[src/rtl/decode_queue_pkg.sv]
// Shared types for the decode queue: decoded packet, queue entry and the
// run/halt state used to stop intake after a WFI.
package decode_queue_pkg;

    localparam int IQ_DEPTH = 8;

    typedef struct packed {
        logic [31:0] pc;
        logic [31:0] inst;
        logic [4:0]  dest_reg;
        logic        csr_op;
        logic        valid;
    } decoded_pack_t;

    typedef struct packed {
        decoded_pack_t pack;
        logic          halt;
    } iq_entry_t;

    typedef enum logic {
        IQ_RUN    = 1'b0,
        IQ_HALTED = 1'b1
    } iq_state_e;

endpackage

[src/rtl/decode_queue_if.sv]
// Decoder-side and dispatch-side handshake bundle for the decode queue.
// The queue uses the slave view; whoever drives decode/dispatch uses master.
interface decode_queue_if
    import decode_queue_pkg::*;
#(
    parameter int DEPTH = IQ_DEPTH
) ();

    localparam int CNT_W = $clog2(DEPTH + 1);

    logic             flush;
    logic             in_valid;
    decoded_pack_t    in_pack;
    logic             in_halt;
    logic             in_ready;
    logic             out_valid;
    decoded_pack_t    out_pack;
    logic             out_halt;
    logic             out_ready;
    logic [CNT_W-1:0] count;
    logic             full;
    logic             empty;

    modport master (
        output flush, in_valid, in_pack, in_halt, out_ready,
        input  in_ready, out_valid, out_pack, out_halt, count, full, empty
    );

    modport slave (
        input  flush, in_valid, in_pack, in_halt, out_ready,
        output in_ready, out_valid, out_pack, out_halt, count, full, empty
    );

endinterface

[src/rtl/decode_queue_fifo_ptr_ctrl.sv]
// Head/tail/occupancy bookkeeping for a power-of-two circular buffer.
// Flush wins over any same-cycle enqueue or dequeue.
module decode_queue_fifo_ptr_ctrl #(
    parameter int DEPTH = 8,
    parameter int CNT_W = $clog2(DEPTH + 1),
    parameter int PTR_W = $clog2(DEPTH)
) (
    input  logic             clock,
    input  logic             reset_n,
    input  logic             flush,
    input  logic             enq,
    input  logic             deq,
    output logic [PTR_W-1:0] head_ptr,
    output logic [PTR_W-1:0] tail_ptr,
    output logic [CNT_W-1:0] count
);

    // NOTE: sequential state uses non-blocking assignments so every register
    // samples pre-edge values regardless of statement order.
    always_ff @(posedge clock or negedge reset_n) begin
        if (!reset_n) begin
            head_ptr <= '0;
            tail_ptr <= '0;
            count    <= '0;
        end else if (flush) begin
            head_ptr <= '0;
            tail_ptr <= '0;
            count    <= '0;
        end else begin
            if (enq) tail_ptr <= tail_ptr + PTR_W'(1);
            if (deq) head_ptr <= head_ptr + PTR_W'(1);
            case ({enq, deq})
                2'b10:   count <= count + CNT_W'(1);
                2'b01:   count <= count - CNT_W'(1);
                default: count <= count;
            endcase
        end
    end

endmodule

[src/rtl/decode_queue.sv]
// Circular queue of decoded instructions between decode and dispatch.
// Drops bubbles, stops accepting after a halt is enqueued until flush.
module decode_queue
    import decode_queue_pkg::*;
#(
    parameter int DEPTH = IQ_DEPTH,
    parameter int CNT_W = $clog2(DEPTH + 1)
) (
    input  logic           clock,
    input  logic           reset_n,
    decode_queue_if.slave  bus
);

    localparam int PTR_W = $clog2(DEPTH);

    logic [PTR_W-1:0] head_ptr;
    logic [PTR_W-1:0] tail_ptr;
    logic [CNT_W-1:0] count;
    iq_entry_t        storage [DEPTH];
    iq_entry_t        head_entry;
    iq_state_e        state_q;
    iq_state_e        state_d;
    logic             full;
    logic             empty;
    logic             in_ready;
    logic             enq;
    logic             deq;

    assign full     = (count == CNT_W'(DEPTH));
    assign empty    = (count == '0);
    // Registered-state only: a dequeue never frees a slot in the same cycle.
    assign in_ready = (state_q == IQ_RUN) && !full;
    assign enq      = bus.in_valid && in_ready && (bus.in_pack.valid || bus.in_halt);
    assign deq      = !empty && bus.out_ready;

    decode_queue_fifo_ptr_ctrl #(
        .DEPTH (DEPTH),
        .CNT_W (CNT_W),
        .PTR_W (PTR_W)
    ) u_ptr_ctrl (
        .clock    (clock),
        .reset_n  (reset_n),
        .flush    (bus.flush),
        .enq      (enq),
        .deq      (deq),
        .head_ptr (head_ptr),
        .tail_ptr (tail_ptr),
        .count    (count)
    );

    // NOTE: entry contents are reset too, so nothing from before a reset can
    // ever be observed; the array is small enough for per-entry flops.
    always_ff @(posedge clock or negedge reset_n) begin
        if (!reset_n) begin
            for (int i = 0; i < DEPTH; i++) storage[i] <= '0;
        end else if (enq && !bus.flush) begin
            storage[tail_ptr] <= '{pack: bus.in_pack, halt: bus.in_halt};
        end
    end

    always_ff @(posedge clock or negedge reset_n) begin
        if (!reset_n) state_q <= IQ_RUN;
        else          state_q <= state_d;
    end

    // NOTE: default assigned first so no path through this block infers a latch.
    always_comb begin
        state_d = state_q;
        if (bus.flush)               state_d = IQ_RUN;
        else if (enq && bus.in_halt) state_d = IQ_HALTED;
    end

    assign head_entry    = storage[head_ptr];
    assign bus.in_ready  = in_ready;
    assign bus.out_valid = !empty;
    assign bus.out_pack  = empty ? '0   : head_entry.pack;
    assign bus.out_halt  = empty ? 1'b0 : head_entry.halt;
    assign bus.count     = count;
    assign bus.full      = full;
    assign bus.empty     = empty;

endmodule

[src/flat_wrapper.sv]
// flat-port wrapper written by rule: the top's interface ports become plain ports
module decode_queue_flat import decode_queue_pkg::*;
#(
    parameter int DEPTH = IQ_DEPTH,
    parameter int CNT_W = $clog2(DEPTH + 1)
)
  (clock, reset_n, bus_flush, bus_in_valid, bus_in_pack, bus_in_halt, bus_out_ready, bus_in_ready, bus_out_valid, bus_out_pack, bus_out_halt, bus_count, bus_full, bus_empty);
  decode_queue_if #(.DEPTH(DEPTH)) bus_i ();
  input  logic clock;
  input  logic reset_n;
  input wire logic [$bits(bus_i.flush)-1:0] bus_flush;
  input wire logic [$bits(bus_i.in_valid)-1:0] bus_in_valid;
  input wire logic [$bits(bus_i.in_pack)-1:0] bus_in_pack;
  input wire logic [$bits(bus_i.in_halt)-1:0] bus_in_halt;
  input wire logic [$bits(bus_i.out_ready)-1:0] bus_out_ready;
  output wire logic [$bits(bus_i.in_ready)-1:0] bus_in_ready;
  output wire logic [$bits(bus_i.out_valid)-1:0] bus_out_valid;
  output wire logic [$bits(bus_i.out_pack)-1:0] bus_out_pack;
  output wire logic [$bits(bus_i.out_halt)-1:0] bus_out_halt;
  output wire logic [$bits(bus_i.count)-1:0] bus_count;
  output wire logic [$bits(bus_i.full)-1:0] bus_full;
  output wire logic [$bits(bus_i.empty)-1:0] bus_empty;
  assign bus_i.flush = bus_flush;
  assign bus_i.in_valid = bus_in_valid;
  assign bus_i.in_pack = bus_in_pack;
  assign bus_i.in_halt = bus_in_halt;
  assign bus_i.out_ready = bus_out_ready;
  assign bus_in_ready = bus_i.in_ready;
  assign bus_out_valid = bus_i.out_valid;
  assign bus_out_pack = bus_i.out_pack;
  assign bus_out_halt = bus_i.out_halt;
  assign bus_count = bus_i.count;
  assign bus_full = bus_i.full;
  assign bus_empty = bus_i.empty;
  decode_queue #(.DEPTH(DEPTH), .CNT_W(CNT_W)) u_core (.clock(clock), .reset_n(reset_n), .bus(bus_i));
endmodule
[config.mk]
export PLATFORM = sky130hd
export DESIGN_NAME = decode_queue_flat
export DESIGN_NICKNAME = d
export VERILOG_FILES = /design/src/rtl/decode_queue_pkg.sv /design/src/rtl/decode_queue_if.sv /design/src/rtl/decode_queue_fifo_ptr_ctrl.sv /design/src/rtl/decode_queue.sv /design/src/flat_wrapper.sv
export SDC_FILE = /design/constraint.sdc
export NUM_CORES = 1
export LEC_CHECK = 0
export BUFFER_PORTS_ARGS = -buffer_cell sky130_fd_sc_hd__buf_2
export CELL_PAD_IN_SITES_DETAIL_PLACEMENT = 0
export CELL_PAD_IN_SITES_GLOBAL_PLACEMENT = 2
export CORE_UTILIZATION = 46
export DETAILED_ROUTE_END_ITERATION = 8
export GPL_TIMING_DRIVEN = 0
export PLACE_DENSITY = 0.84
export SETUP_SLACK_MARGIN = 0.1
export SLEW_MARGIN = 15
export SYNTH_ARGS = -nofsm -noshare
export SYNTH_HDL_FRONTEND = slang
export SYNTH_SLANG_ARGS = --single-unit
[constraint.sdc]
create_clock -name clock -period 7.1 [get_ports clock]
set_clock_uncertainty 0.2 [all_clocks]
set_input_delay 1.775 -clock clock [delete_from_list [all_inputs] [get_ports clock]]
set_output_delay 1.775 -clock clock [all_outputs]
set_load 0.02 [all_outputs]
==> reports/metrics.csv <==
metric;value;unit
fill count;4716;
DRC viols;0;
Max Root-Sink Buffers;3;
Port Buf Inserts;155;
vias in the first global route;16300;
PostCTS Resize Cnt;0;
Startpoint Class;register;
Crit. End Element;output port;
syn_area_per_cell;16.2;sq um
Post-Place Cells;2547;
total wire length;62700;microns
Fin. Hold Viols;0;
Power, Total;11100;uW
power per cell area;367;nW/um^2
H-tree depth;2;
fmax;166;MHz
Synth Area in XOR/XNOR;0.00265;
TritonCTS clock tree;yes;
mux contribution to synthesized area;0.397;
Vert. Die Dim;242;microns
EDFF count, synth;0;
Post-Syn Nets;1711;
DRT Pass-1 Iters;4;
Slew headroom;0.275;
initial antenna violation count;6;
Post-synth top flop;dfrtp_1;
required time worst endpoint;5.12;ns
Period minus WS final;6.01;ns
Rows;87;
Root Buffer;clkbuf_16;
largest net degree at the start of global routing;112;
Final ANT Viol Nets;0;
dpl cell area;28300;sq um
via count;14900;
non-filler cells, final;2663;
DR WL met2;30800;microns
clk slew on worst S/H paths;0.06;ns
most frequent cells in the layout;dfrtp_1 (587), mux2_2 (506), buf_2 (215);
worst-path fanout max;10;
Fin Setup TNS;0;ns
DR WL met3;2630;microns
Post-Syn Area;26400;sq um
largest family of logic cells by synthesized area;multiplexers;
Metal-1 WL;28300;microns
Unique masters post-synth;35;
reg2reg setup slack;3.80;ns
VDD IR max;0.259;mV
Gate Count Post-Synth;1630;
YS warnings;0;
Worst-Margin Slew;1.07;ns
post-detail-place hpwl;40500;microns
Starting Density;0.466;
DR top layer;met5;
Die Width;242;microns
Post-Layout Inst Area;30300;sq um
commonest non-fill, non-tap cell in the layout;dfrtp_1;
multi-input logic area;11200;sq um
Avg WL per Cell;23.5;microns
async set-reset flop share out of synthesis;1.00;
critical path type;register to output port;
clock buffers created by TritonCTS;61;
#FFs+latches synth;587;
status;finished, final reports clean;
CTS Hold Bufs;0;
layout cells sized above 1;0.515;
Leakage;0.0144;uW
first-pass GRT wire length;98300;microns
Worst Hold Class;register to register;
final slew viol count;0;
GR Overflow Total;0;
Synth Area in Compound Gates;0.00284;
Core Region;56600;sq um
post-CTS setup buffers;0;
max_cap viols;0;
area grow syn2layout;14.9;%
nets;1935;
period utilization;0.847;
GPL Wtd Cong;0.762;
FF/Latch Area;14700;sq um
post-synthesis simple-gate area fraction;0.0184;
Worst-Skew Late Latency;0.62;ns
GRT Total Usage;0.221;
Initial DRC Count;744;
critical path arrival;4.04;ns
die area;58400;sq um
Seq/Total Area, Yosys;0.556;
clk sinks;587;
Post-Synth Adder-Cell Area;0.00190;
RSZ-0062 raised after global routing;no;
Setup violations, final;0;
via density per instance;5.60;
IO Count;157;
-- flip-flops by register name, summed over array words and instances, names as in the netlist --
signal / count
u_core.storage: 576
u_core.u_ptr_ctrl.head_ptr: 3
u_core.u_ptr_ctrl.count: 4
u_core.state_q: 1
u_core.u_ptr_ctrl.tail_ptr: 3
-- per-layer routing --
metal	global-route usage	up-vias
met5	0	-
met4	0.0435	12
met3	0.0397	78
met2	0.361	245
met1	0.310	8063
li1	-	6512
-- critical path, stage by stage, from the launching register on --
cell      delay (ns)
dfrtp_1         0.35
clkbuf_1        0.67
clkbuf_1        0.69
clkbuf_1        0.72
mux4_2          0.41
mux2i_1         0.29
nor2_1          0.10
buf_2           0.19
-- layout make-up --
type	instances	area share
multi-input cells	928	0.368
diodes	2	0.000165
flip-flops and latches	587	0.484
inverters	2	0.000248
plain buffers	113	0.0184
clock buffers	102	0.0634
repair buffers	161	0.0314
clock inverters	12	0.00318
well taps	756	0.0312
-- cell families after synthesis --
kind of cell               after synthesis
buffers and inverters                  115
adders and majority gates                4
xor gates and xnor gates                 8
DFF                                    587
and+or+nand+nor                        110
AOI/OAI and AO/OA                       12
muxes                                  794
-- Yosys cell counts, types with 4 or more instances --
master / n / area (sq um)
a21oi_1: 5 / 25.0
buf_2: 61 / 305
mux4_2: 144 / 3240
nand2_1: 6 / 22.5
clkbuf_1: 30 / 113
xor2_1: 7 / 61.3
ha_1: 4 / 50.1
buf_1: 14 / 52.6
mux2_2: 506 / 5700
mux2i_1: 74 / 741
buf_6: 7 / 78.8
dfrtp_1: 587 / 14700
nor2_1: 85 / 319
mux2_1: 70 / 788
nand3_1: 5 / 25.0
-- final timing paths --
check,depth (start not counted),startpoint,to
worst max-delay path,7,u_core.u_ptr_ctrl.head_ptr[1]$_DFFE_PN0P_,bus_out_pack[40]
max in group asynchronous,4,reset_n,u_core.storage[344]$_DFFE_PN0P_
worst min-delay path,1,u_core.storage[54]$_DFFE_PN0P_,u_core.storage[54]$_DFFE_PN0P_
min in group asynchronous,2,reset_n,u_core.storage[468]$_DFFE_PN0P_
worst max register to register,6,u_core.u_ptr_ctrl.count[0]$_DFFE_PN0P_,u_core.storage[356]$_DFFE_PN0P_
worst min register to register,1,u_core.storage[54]$_DFFE_PN0P_,u_core.storage[54]$_DFFE_PN0P_
-- per-stage QoR --
stage	hold WS, ns	setup slack (ns)	util
after floorplan	0.253	3.04	-
after global placement	0.261	-7.62	0.497
after detailed placement	0.269	1.77	0.500
after CTS	0.283	1.08	0.536
after global routing	0.299	0.954	0.536
final	0.281	1.09	0.536
-- power breakdown --
group | leakage, uW | internal, uW | total (uW) | switching, uW
registers | 0.00789 | 4000 | 4320 | 317
logic | 0.00553 | 1640 | 3620 | 1970
clock network | 0.00100 | 1870 | 3190 | 1320
total | 0.0144 | 7510 | 11100 | 3610
(Power assumes the default switching activity.)
